[config.mk]
export PLATFORM = sky130hd
export DESIGN_NAME = clk_div_bank
export DESIGN_NICKNAME = d
export VERILOG_FILES = /design/src/rtl/clk_div_pkg.sv /design/src/rtl/clk_div_channel.sv /design/src/rtl/clk_div_bank.sv
export SDC_FILE = /design/constraint.sdc
export NUM_CORES = 1
export LEC_CHECK = 0
export BUFFER_PORTS_ARGS = -buffer_cell sky130_fd_sc_hd__buf_2
export CORE_AREA = 2 2 154 118
export DETAILED_ROUTE_END_ITERATION = 10
export DIE_AREA = 0 0 156 120
export GPL_TIMING_DRIVEN = 0
export PLACE_DENSITY = 0.77
export SETUP_SLACK_MARGIN = 0.2
export SLEW_MARGIN = 20
export SYNTH_ARGS = -nofsm -noshare
export SYNTH_HDL_FRONTEND = slang
export SYNTH_HIERARCHICAL = 1
export SYNTH_SLANG_ARGS = --single-unit
[constraint.sdc]
create_clock -name Clk_12MHz -period 5.88 [get_ports Clk_12MHz]
set_clock_uncertainty 0.1 [all_clocks]
set_input_delay 0.882 -clock Clk_12MHz [delete_from_list [all_inputs] [get_ports Clk_12MHz]]
set_output_delay 0.882 -clock Clk_12MHz [all_outputs]
set_load 0.1 [all_outputs]
[src/rtl/clk_div_pkg.sv]
// Shared constants and channel state encoding for the clock divider bank.
package clk_div_pkg;

  localparam int CNT_W_DEF   = 24;
  localparam int DEFAULT_DIV = 12;
  localparam int MIN_DIV     = 2;

  typedef logic [0:0] ch_state_t;
  localparam ch_state_t ST_IDLE = 1'b0;
  localparam ch_state_t ST_RUN  = 1'b1;

endpackage

[src/rtl/clk_div_channel.sv]
// One divider channel: period D cycles, high for floor(D/2), divisor changes only at period boundaries.
// Latency: outputs registered, one cycle from the sampled enable/boundary; no backpressure.
module clk_div_channel
  import clk_div_pkg::*;
#(
  parameter int CNT_W       = CNT_W_DEF,
  parameter int DEFAULT_DIV = clk_div_pkg::DEFAULT_DIV
) (
  input  logic             clk,
  input  logic             rst_n,
  input  logic             ch_en,
  input  logic [CNT_W-1:0] div_val,
  input  logic             div_load,
  output logic             clk_out,
  output logic             tick,
  output logic             active,
  output logic             div_err
);

  ch_state_t        state_q, state_d;
  logic [CNT_W-1:0] d_q, d_d;
  logic [CNT_W-1:0] p_q, p_d;
  logic             pend_q, pend_d;
  logic [CNT_W-1:0] cnt_q, cnt_d;
  logic             clk_q, clk_d;
  logic             tick_q, tick_d;
  logic             err_q, err_d;

  logic             load_ok;
  logic             boundary;
  logic [CNT_W-1:0] cnt_inc;
  logic [CNT_W-1:0] half;

  always_comb begin
    state_d  = state_q;
    d_d      = d_q;
    p_d      = p_q;
    pend_d   = pend_q;
    cnt_d    = cnt_q;
    clk_d    = clk_q;
    tick_d   = 1'b0;
    err_d    = err_q;

    load_ok  = div_load && (div_val >= CNT_W'(MIN_DIV));
    boundary = (state_q == ST_RUN) && (cnt_q == d_q - 1'b1);
    cnt_inc  = cnt_q + 1'b1;
    half     = d_q >> 1;

    case (state_q)
      ST_IDLE: begin
        // An idle channel has no period in flight, so a new divisor takes effect at once.
        if (load_ok) begin
          d_d = div_val;
        end else if (pend_q) begin
          d_d = p_q;
        end
        pend_d = 1'b0;
        if (ch_en) begin
          state_d = ST_RUN;
          cnt_d   = '0;
          clk_d   = 1'b1;
          tick_d  = 1'b1;
        end
      end
      default: begin
        if (boundary) begin
          if (pend_q) begin
            d_d    = p_q;
            pend_d = 1'b0;
          end
          cnt_d = '0;
          if (ch_en) begin
            clk_d  = 1'b1;
            tick_d = 1'b1;
          end else begin
            state_d = ST_IDLE;
            clk_d   = 1'b0;
          end
        end else begin
          cnt_d = cnt_inc;
          clk_d = (cnt_inc < half);
        end
        // A load landing on the boundary itself is held for the following boundary.
        if (load_ok) begin
          p_d    = div_val;
          pend_d = 1'b1;
        end
      end
    endcase

    if (div_load) begin
      err_d = !load_ok;
    end
  end

  always_ff @(posedge clk or negedge rst_n) begin
    if (!rst_n) begin
      state_q <= ST_IDLE;
      d_q     <= CNT_W'(DEFAULT_DIV);
      p_q     <= '0;
      pend_q  <= 1'b0;
      cnt_q   <= '0;
      clk_q   <= 1'b0;
      tick_q  <= 1'b0;
      err_q   <= 1'b0;
    end else begin
      state_q <= state_d;
      d_q     <= d_d;
      p_q     <= p_d;
      pend_q  <= pend_d;
      cnt_q   <= cnt_d;
      clk_q   <= clk_d;
      tick_q  <= tick_d;
      err_q   <= err_d;
    end
  end

  assign clk_out = clk_q;
  assign tick    = tick_q;
  assign active  = (state_q == ST_RUN);
  assign div_err = err_q;

endmodule

[src/rtl/clk_div_bank.sv]
// Bank of NUM_CH independent clock dividers sharing only clock and a synchronised reset.
// Latency: two-cycle reset-release delay, then per-channel registered outputs; no backpressure.
module clk_div_bank
  import clk_div_pkg::*;
#(
  parameter int NUM_CH      = 2,
  parameter int CNT_W       = CNT_W_DEF,
  parameter int DEFAULT_DIV = clk_div_pkg::DEFAULT_DIV
) (
  input  logic                    Clk_12MHz,
  input  logic                    Rst_n,
  input  logic [NUM_CH-1:0]       Ch_en,
  input  logic [NUM_CH*CNT_W-1:0] Div_val,
  input  logic [NUM_CH-1:0]       Div_load,
  output logic [NUM_CH-1:0]       Clk_out,
  output logic [NUM_CH-1:0]       Tick,
  output logic [NUM_CH-1:0]       Active,
  output logic [NUM_CH-1:0]       Div_err
);

  logic rst_meta_q, rst_meta_d;
  logic rst_sync_q, rst_sync_d;

  always_comb begin
    rst_meta_d = 1'b1;
    rst_sync_d = rst_meta_q;
  end

  // Assertion is asynchronous through these flops; only release is synchronised.
  always_ff @(posedge Clk_12MHz or negedge Rst_n) begin
    if (!Rst_n) begin
      rst_meta_q <= 1'b0;
      rst_sync_q <= 1'b0;
    end else begin
      rst_meta_q <= rst_meta_d;
      rst_sync_q <= rst_sync_d;
    end
  end

  for (genvar g = 0; g < NUM_CH; g++) begin : g_ch
    clk_div_channel #(
      .CNT_W      (CNT_W),
      .DEFAULT_DIV(DEFAULT_DIV)
    ) u_ch (
      .clk     (Clk_12MHz),
      .rst_n   (rst_sync_q),
      .ch_en   (Ch_en[g]),
      .div_val (Div_val[g*CNT_W +: CNT_W]),
      .div_load(Div_load[g]),
      .clk_out (Clk_out[g]),
      .tick    (Tick[g]),
      .active  (Active[g]),
      .div_err (Div_err[g])
    );
  end

endmodule

# --- Word-level counts from Yosys, hierarchy flattened ---
# Index checks and enable logic that the tools add are counted.
word_totals:
  regBits: 156
op_classes:
  addsub: 4
  magnitude_cmp: 4
  eq_ne: 6
  n_mux: 36
  reduce_logical: 10
op_table:
  columns: ["operator", "n"]
  rows:
  - ["$mux 24", 14]
  - ["$add 24x1->24 const B", 2]
  - ["$eq 24x24->1", 2]
  - ["$ge 24x2->1 const B", 2]
  - ["$lt 24x23->1", 2]
  - ["$sub 24x1->24 const B", 2]
  - ["$mux 1", 22]
  - ["$ne 3x3->1 const B", 2]
  - ["$logic_and 1x1->1", 4]
  - ["$ne 2x2->1 const B", 2]
  - ["$reduce_and 2->1", 2]
  - ["$reduce_bool 2->1", 2]
  - ["$logic_not 1->1", 2]

# --- Logic depth before layout (Yosys ltp) ---
# Gate-level depths: netlist of the first run.
logic_depth:
  word_depth: 6
  mapped_depth: 16
  ltp_nobuf: 16

# --- Hierarchy ---
# Netlist of the first run, hierarchy kept.
by_module_without_submodules:
  columns: ["mod", "n_inst", "cells_each", "area_each_um2", "seq_area_each_um2"]
  rows:
  - ["clk_div_channel at g_ch[1].u_ch", 1, 489, 5012.3, 1929.4]
  - ["clk_div_channel at g_ch[0].u_ch", 1, 520, 4971.0, 1929.4]
  - ["clk_div_bank", 1, 3, 53.8, 50.0]

# --- Worst setup path after synthesis of the first run ---
# OpenSTA, ideal clock, no wires.
synth_path:
  kind: "reg-to-reg"
  startpoint: "reg g_ch[0].u_ch.d_q[11]"
  endpoint: "reg g_ch[0].u_ch.cnt_q[3]"
  setup_ns: 0.121
  t_arrival_ns: 3.339
  required_time_ns: 5.659
  setup_slack_ns: 2.320
  stages_incl_launch_ff: 13
  n_path_buf: 4
  synth_period_minus_slack_ns: 3.560
  cell_sequence: "dfrtp_1 -> clkbuf_1 -> or4_1 -> clkbuf_1 -> or4_1 -> buf_2 -> or4_1 -> a21oi_1 -> o22ai_1 -> nor4_4 -> nor2_2 -> buf_2 -> a22o_1"
synth_between:
  elab_chain_cells: 5
synth_lines:
  columns: ["element", "line", "text"]
  rows:
  - ["start, declared", "clk_div_channel.sv:21", "logic [CNT_W-1:0] d_q, d_d;"]
  - ["start signal, assigned", "clk_div_channel.sv:99", "d_q <= CNT_W'(DEFAULT_DIV);"]
  - ["$sub 24x1->24", "clk_div_channel.sv:45", "boundary = (state_q == ST_RUN) && (cnt_q == d_q - 1'b1);"]
  - ["$eq 24x24->1", "clk_div_channel.sv:45", null]
  - ["$logic_and 1x1->1", "clk_div_channel.sv:45", null]
  - ["$mux 24", "clk_div_channel.sv:66", "if (boundary) begin"]
  - ["$mux 24", "clk_div_channel.sv:49", "case (state_q)"]
  - ["end signal, assigned", "clk_div_channel.sv:111", "cnt_q <= cnt_d;"]
  - ["end, declared", "clk_div_channel.sv:24", "logic [CNT_W-1:0] cnt_q, cnt_d;"]
# No other way between the ends.
# A chain may end at the register's enable or synchronous reset.

# --- Worst setup path in the final report of the first run ---
layout_path:
  startpoint: "reg g_ch[0].u_ch.d_q[11]"
  endpoint: "reg g_ch[0].u_ch.cnt_q[4]"
# The elaborated chain is that of the path after synthesis.

==> flow_metrics.tcl, run 1 <==
set metrics [dict create \
    grt_max_degree 58 \
    cts_tree "built" \
    critPathCaptureType "flip-flop" \
    fin_crit_sh_pct 73.2 \
    postRouteAntennaNets 0 \
    p_seq_share_pct 41.8 \
    cell_area_after_synthesis_um2 10000 \
    post-route-worst-setup-slack_ns 1.58 \
    final_design_area_no_fill_um2 11300 \
    worst_slew_pin_slew_ns 1.04 \
    vias_per_cell 6.39 \
    grt-ovfl-total 0 \
    timing_worst_setup_path_type "flip-flop to flip-flop" \
    postRouteWirelength_um 25100 \
    die_area_um2 18700 \
    place_area_um2 10700 \
    switching_power_summed_over_all_nets_uw 951 \
    cp_data_required_time_ns 6.10 \
    die_height_um 120 \
    clock_power_share_pct 37.0 \
    tritoncts.num_buffers 17 \
    share_comb_of_total_power_pct 21.2 \
    setup_violations 0 \
    grt_use_total_pct 28.5 \
    postSynthNetCount 1114 \
    max_clock_freq_mhz 232 \
    final_hold_violation_count 0 \
    cts.repair.resized 0 \
    grt_pass1_vias 7884 \
    worstSkewPairLatency_ns 0.44 \
    cts-root-to-sink-buffers 2 \
    synth_commonest_cells "152 x dfrtp_1, 61 x xnor2_1, 60 x inv_1" \
    yosysSeqAreaShare_pct 38.9 \
    finalWeightedCongestion 0.982 \
    switching_share_pct 32.1 \
    total_power_after_layout_mw 2.96 \
    detail_route.wl_per_cell_um 18.9 \
    netlist.area_leader.share_pct 37.9 \
    synth_enable_flop_cells 0 \
    power.density_cell_area_nw_per_um2 262 \
    floorplan.die.width_um 156 \
    run_status "finished clean" \
    detailed_place_hpwl_um 18600 \
    numClockSinks 156 \
    static-leakage-power_nw 4.94 \
    internal-power_mw 2.01 \
    insertedDiodeCount 0 \
    area_delta_synth_final_pct 12.4 \
    finalCoreUtilization_pct 65.2 \
    hp_class "primary input to asynchronous set/reset pin" \
    fin_nets 1197 \
    port_buffers 61 \
    final-max-slew-violation-count 0 \
    syn_area_per_cell_um2 9.92 \
    clk_transition_reported_paths_ns 0.07 \
    worstPathArrival_ns 4.52 \
    route.detailed.drc 0 \
    cell_type_with_the_largest_total_area_after_synthesis "dfrtp_1" \
    antenna_found_initial 0 \
    syn_inst 1012 \
    detailedPlace.worstSlack_ns 1.56 \
    synthDistinctLibCells 69 \
    boundaryPins 62 \
    finalCriticalPeriod_ns 4.30 \
    fillers 1407 \
    cap_viol_max_count 0 \
    worstSetupStartpointType "flip-flop" \
    initial_core_util_pct 58.1 \
    core_region_area_um2 17300 \
    ctsHtreeMaxLevel 4 \
    post_layout_nonfiller_instances 1328 \
    worst-path-max-fanout 10 \
    detailroute.via_count 8490 \
    drive_gt1_share_pct 18.2 \
    ys_seq_elements 156 \
    vdd.ir_drop.worst_v 0.000171 \
    yosys_warnings 6 \
    asyncSetResetFlopFracSynth_pct 100 \
    detailedRoute.firstPassIterationCount 7 \
    slew_headroom_pct 30.1 \
    wire_length_of_the_first_global_routing_pass_um 41900 \
    cts_setup_buffers 0 \
    rsz0062_at_grt "no" \
    post-place-cells 1296 \
    floorplan.rows 42 \
    main_area_contributors_after_synthesis "dfrtp_1 38%, mux2_2 6.1%, ha_1 6.0%, xnor2_1 5.3%, xor2_1 3.9%" \
    ys.flop_type "dfrtp_1" \
    post-synth-top-count-cell "dfrtp_1" \
    clockRootBuffer "clkbuf_16" \
    drt_iter0_drc 855 \
    cts_hold_buf 0 \
]
placed cells by master, fill, tap and decap left out, types with 7 or more instances in the layout:
cell type and count:
nor4_1 18, or4_1 13, xnor2_1 61, clkbuf_16 17
and4_1 7, nand3_1 38, o22ai_1 26, a2bb2oi_2 20
inv_1 60, a21oi_1 41, o31ai_1 8, nand4_1 26
nor2b_1 7, xor2_1 45, o2bb2ai_1 24, ha_1 48
a32o_1 22, dfrtp_1 151, nor3_1 23, clkbuf_1 50
buf_2 71, a22o_1 15, o21ai_0 22, nand2_1 39
nor2_1 51, mux2_2 54, and3_1 33
critical path: stages, from the launching register on:
cell and delay, ns:
dfrtp_1 0.38, clkbuf_1 0.19, or4_1 0.53, clkbuf_1 0.20, or4_1 0.41, buf_2 0.19, or3_1 0.37, a221oi_1 0.36
o211ai_1 0.26, nor4_4 0.52, nor2_2 0.15, buf_2 0.26, a22o_1 0.26
power by group through the flow:
stage / Clock (mW) / Combinational, mW / Sequential, mW
2_1_floorplan: 0 / 0.449 / 1.25
3_3_place_gp: 0 / 0.569 / 1.27
3_5_place_dp: 0 / 0.611 / 1.25
4_1_cts: 1.11 / 0.620 / 1.24
5_1_grt: 1.16 / 0.711 / 1.25
6_report: 1.09 / 0.629 / 1.24
layout make-up:
cell class / instances / area, um^2 / area share, %
Buffer: 63 / 272 / 2.41
Clock buffer: 17 / 425 / 3.77
Clock inverter: 15 / 160 / 1.42
Inverter: 60 / 225 / 2.00
Multi-Input combinational cell: 733 / 5640 / 50.0
Sequential cell: 156 / 3910 / 34.7
Tap cell: 220 / 275 / 2.44
Timing Repair Buffer: 64 / 373 / 3.31
flip-flops by register name (all words and copies together) (netlist names):
signal and count:
g_ch.u_ch/div_err 2, g_ch.u_ch/active 2, rst_meta_q 1, g_ch.u_ch/cnt_q 48, g_ch.u_ch/d_q 48, g_ch.u_ch/clk_out 2, g_ch.u_ch/pend_q 2, rst_sync_q 1
g_ch.u_ch/p_q 48, g_ch.u_ch/tick 2
metal layers:
| metal | track usage, % | share of wire, % | vias up |
|---|---|---|---|
| li1 | - | - | 3927 |
| met2 | 37.6 | 40 | 342 |
| met3 | 5.67 | 8.6 | 29 |
| met4 | 7.91 | 1.2 | 0 |
| met1 | 46.4 | 50 | 4192 |
| met5 | 0 | 0 | - |
path summary, 6_finish.rpt:
check	cells after the start	start	slack [ns]	end
max in group asynchronous	2	rst_sync_q$_DFF_PN0_	4.61	g_ch[1].u_ch/d_q[3]$_DFFE_PN1P_
hold reg to reg	0	rst_sync_q$_DFF_PN0_	0.16	g_ch[0].u_ch/cnt_q[16]$_DFFE_PN0P_
min in group Clk_12MHz	0	rst_meta_q$_DFF_PN0_	0.26	rst_sync_q$_DFF_PN0_
setup reg to reg	12	g_ch[0].u_ch/d_q[11]$_DFFE_PN0P_	1.58	g_ch[0].u_ch/cnt_q[4]$_DFFE_PN0P_
hold / removal	1	Rst_n	0.11	rst_sync_q$_DFF_PN0_
setup / recovery	12	g_ch[0].u_ch/d_q[11]$_DFFE_PN0P_	1.58	g_ch[0].u_ch/cnt_q[4]$_DFFE_PN0P_
kinds of logic after synthesis:
kind of cell / count (synthesis) / share of synthesized area (%)
and+or+nand+nor: 290 / 15.9
xor gates and xnor gates: 106 / 9.25
other: 1 / 0.0374
buffers and inverters: 123 / 4.95
DFF: 156 / 38.9
muxes: 58 / 6.58
adders and majority gates: 48 / 5.98
AOI/OAI and AO/OA: 230 / 18.4
per-stage QoR:
stage | hold slack [ns] | setup TNS, ns
6_report | 0.113 | 0
5_1_grt | 0.100 | 0
4_1_cts | 0.0981 | 0
3_5_place_dp | 0.166 | 0
3_3_place_gp | 0.234 | -99.55
2_1_floorplan | 0.231 | 0
No activity file was read; power rests on OpenSTA's default activity.
==> inputs of run 2 (changes only) <==
--- a/config.mk
+++ b/config.mk
@@ -5,10 +5,11 @@
 export SDC_FILE = /design/constraint.sdc
 export NUM_CORES = 1
 export LEC_CHECK = 0
+export ABC_AREA = 1
 export BUFFER_PORTS_ARGS = -buffer_cell sky130_fd_sc_hd__buf_2
-export CORE_AREA = 2 2 154 118
+export CORE_AREA = 2 2 164 126
 export DETAILED_ROUTE_END_ITERATION = 10
-export DIE_AREA = 0 0 156 120
+export DIE_AREA = 0 0 166 128
 export GPL_TIMING_DRIVEN = 0
 export PLACE_DENSITY = 0.77
 export SETUP_SLACK_MARGIN = 0.2
==> constraint.sdc (replaced) <==
create_clock -name Clk_12MHz -period 4.2 [get_ports Clk_12MHz]
set_clock_uncertainty 0.1 [all_clocks]
set_input_delay 0.63 -clock Clk_12MHz [delete_from_list [all_inputs] [get_ports Clk_12MHz]]
set_output_delay 0.63 -clock Clk_12MHz [all_outputs]
set_load 0.1 [all_outputs]
==> flow_metrics.tcl, run 2 <==
set metrics [dict create \
    finalWeightedCongestion 0.951 \
    setup_violations 0 \
    route.detailed.drc 0 \
    die_area_um2 21200 \
    initial_core_util_pct 57.9 \
    netlist.area_leader.share_pct 33.3 \
    vias_per_cell 5.72 \
    worstPathArrival_ns 3.81 \
    internal-power_mw 3.19 \
    synth_commonest_cells "476 x nand2_1, 200 x inv_1, 169 x nand3_1" \
    share_comb_of_total_power_pct 31.6 \
    clk_transition_reported_paths_ns 0.08 \
    final_hold_violation_count 0 \
    rsz0062_at_grt "no" \
    synth_simple_gate_area_share_pct 35.9 \
    tritoncts.num_buffers 17 \
    drt_iter0_drc 1790 \
    post-synth-top-count-cell "nand2_1" \
    grt-ovfl-total 0 \
    cell_area_after_synthesis_um2 11400 \
    yosys_warnings 6 \
    fin_crit_sh_pct 84.2 \
    worstSetupStartpointType "flip-flop" \
    reg_top3 "g_ch.u_ch/cnt_q x48, g_ch.u_ch/d_q x48, g_ch.u_ch/p_q x48" \
    postRouteAntennaNets 0 \
    final_design_area_no_fill_um2 12700 \
    area_delta_synth_final_pct 11.4 \
    cap_viol_max_count 0 \
    slew_headroom_pct 47.5 \
    clock_power_share_pct 29.9 \
    reg2regPathDepth 18 \
    synth_enable_flop_cells 0 \
    leading_cell_types_in_the_layout_fill_and_taps_excluded "476 x nand2_1, 200 x inv_1, 169 x nand3_1" \
    cts-root-to-sink-buffers 2 \
    clockRootBuffer "clkbuf_16" \
    antenna_found_initial 0 \
    detailed_place_hpwl_um 26900 \
    synthDistinctLibCells 39 \
    boundaryPins 62 \
    worst_slew_pin_slew_ns 0.788 \
    grt_max_degree 50 \
    floorplan.die.width_um 166 \
    ctsHtreeMaxLevel 4 \
    cts_setup_buffers 0 \
    mux_share_of_post_synthesis_cell_area_pct 1.87 \
    p_seq_share_pct 38.5 \
    finalCriticalPeriod_ns 3.54 \
    combinational_family_with_the_most_area_after_synthesis "simple AND/OR/NAND/NOR gates" \
    final.setup.tns_ns 0 \
    switching_power_summed_over_all_nets_mw 2.09 \
    max_clock_freq_mhz 283 \
    numClockSinks 156 \
    cp_data_required_time_ns 4.47 \
    detailroute.via_count 11584 \
    worstSkewPairLatency_ns 0.44 \
    insertedDiodeCount 0 \
    postRouteWirelength_um 34700 \
    asyncSetResetFlopFracSynth_pct 100 \
    grt_use_total_pct 33.0 \
    core_region_area_um2 19800 \
    detail_route.wl_per_cell_um 17.1 \
    switching_share_pct 39.6 \
    vdd.ir_drop.worst_v 0.000238 \
    ys.flop_type "dfrtp_1" \
    wire_length_of_the_first_global_routing_pass_um 54800 \
    floorplan.rows 45 \
    post_synth_fa_ha_maj_area_fraction_pct 5.25 \
    port_buffers 61 \
    final-max-slew-violation-count 0 \
    syn_area_per_cell_um2 6.85 \
    syn_inst 1670 \
    hp_class "flip-flop to asynchronous set/reset pin" \
    yosysSeqAreaShare_pct 34.2 \
    fin_nets 1856 \
    power.density_cell_area_nw_per_um2 414 \
    cts_tree "built" \
    postSynthNetCount 1772 \
    detailedPlace.worstSlack_ns 0.764 \
    main_area_contributors_after_synthesis "dfrtp_1 33%, nand2_1 16%, nand3_1 7.4%, inv_1 6.6%, nor2_1 5.4%" \
    grt_pass1_vias 10225 \
    ys_seq_elements 156 \
    final_common_cell "nand2_1" \
    timing_worst_setup_path_type "flip-flop to flip-flop" \
    post-route-worst-setup-slack_ns 0.665 \
    critPathCaptureType "flip-flop" \
    detailedRoute.firstPassIterationCount 6 \
    run_status "finished clean" \
    synth_compound_gate_area_share_pct 7.77 \
    cell_type_with_the_largest_total_area_after_synthesis "dfrtp_1" \
    synth_xor_xnor_area_share_pct 5.51 \
    place_area_um2 12100 \
    static-leakage-power_nw 6.59 \
    worst-path-max-fanout 6 \
    die_height_um 128 \
    drive_gt1_share_pct 11.3 \
]
## run 2: changes by cell type after synthesis, moves of 22 or more
cell | before | now
a21oi_1 | 41 | 75
a32o_1 | 22 | 0
and3_1 | 33 | 0
inv_1 | 60 | 200
mux2_2 | 54 | 19
nand2_1 | 39 | 476
nand3_1 | 38 | 169
nor2_1 | 51 | 166
o21ai_0 | 22 | 72
o22ai_1 | 26 | 0
o2bb2ai_1 | 24 | 0
xnor2_1 | 61 | 23
## run 2: cell type report
type	instances	area (um^2)
Multi-Input combinational cell	1247	6450
Inverter	203	762
Fill cell	1809	7020
Clock inverter	14	155
Buffer	64	318
Tap cell	258	323
Clock buffer	18	429
Sequential cell	156	3910
Timing Repair Buffer	65	390
## run 2: cells by family (layout without fill, tap and decap cells)
logic type,after synthesis,after routing
AND/OR/NAND/NOR,933,933
buffers and inverters,267,364
adder cells (fa/ha/maj),48,48
flip-flops,156,156
multiplexers,19,19
other,1,1
XOR/XNOR,72,72
AO/OA/AOI/OAI,174,174
## run 2: worst max-delay path, cell delays in order, from the launching register on
cell and delay [ns]:
dfrtp_1 0.45, nand3_1 0.17, nor2_1 0.22, nand2_1 0.16, nor3_1 0.47, nand2_1 0.14
nor2_1 0.15, xor2_1 0.20, inv_1 0.12, ha_1 0.32, a21oi_1 0.16, o21ai_0 0.12
a21oi_1 0.14, o21ai_0 0.10, nor2_1 0.09, nand2_1 0.05, nor2_1 0.09, nand3_1 0.10
nand3_1 0.11
## run 2: path summary, 6_finish.rpt
path | from | to | slack [ns]
hold / removal | rst_sync_q$_DFF_PN0_ | g_ch[0].u_ch/div_err$_DFFE_PN0P_ | 0.15
min in group Clk_12MHz | rst_meta_q$_DFF_PN0_ | rst_sync_q$_DFF_PN0_ | 0.26
setup / recovery | g_ch[1].u_ch/cnt_q[2]$_DFFE_PN0P_ | g_ch[1].u_ch/clk_out$_DFFE_PN0P_ | 0.66
setup reg to reg | g_ch[1].u_ch/cnt_q[2]$_DFFE_PN0P_ | g_ch[1].u_ch/clk_out$_DFFE_PN0P_ | 0.66
hold reg to reg | rst_sync_q$_DFF_PN0_ | g_ch[0].u_ch/div_err$_DFFE_PN0P_ | 0.15
max in group asynchronous | rst_sync_q$_DFF_PN0_ | g_ch[1].u_ch/cnt_q[15]$_DFFE_PN0P_ | 2.98
## run 2: power by group through the flow
stage	registers [mW]	logic, mW	clock network [mW]
2_1_floorplan	1.99	1.18	0
3_3_place_gp	2.05	1.52	0
3_5_place_dp	2.04	1.62	0
4_1_cts	2.01	1.64	1.58
5_1_grt	2.06	1.88	1.65
6_report	2.03	1.67	1.58
## run 2: repair_timing
action                                 CTS  global route
hold buffers                             1             0
endpoints found under the hold margin    2             0
resized for setup                        0             0
## run 2: metal layers
metal | vias up | track usage [%] | routed length [um]
met2 | 690 | 42.8 | 12800
met4 | 0 | 4.86 | 205
li1 | 5504 | - | -
met5 | - | 0 | 0
met3 | 17 | 9.05 | 4960
met1 | 5373 | 54.3 | 16800
## run 2: through the flow
step	hold slack, ns	utilization [%]	power [mW]	std cells
after floorplan	0.231	-	3.18	1670
after global placement	0.239	61.1	3.57	1989
after detailed placement	0.157	61.4	3.66	1992
after CTS	0.157	64.5	5.23	2025
after global routing	0.181	64.5	5.59	2025
final	0.149	64.5	5.28	2025
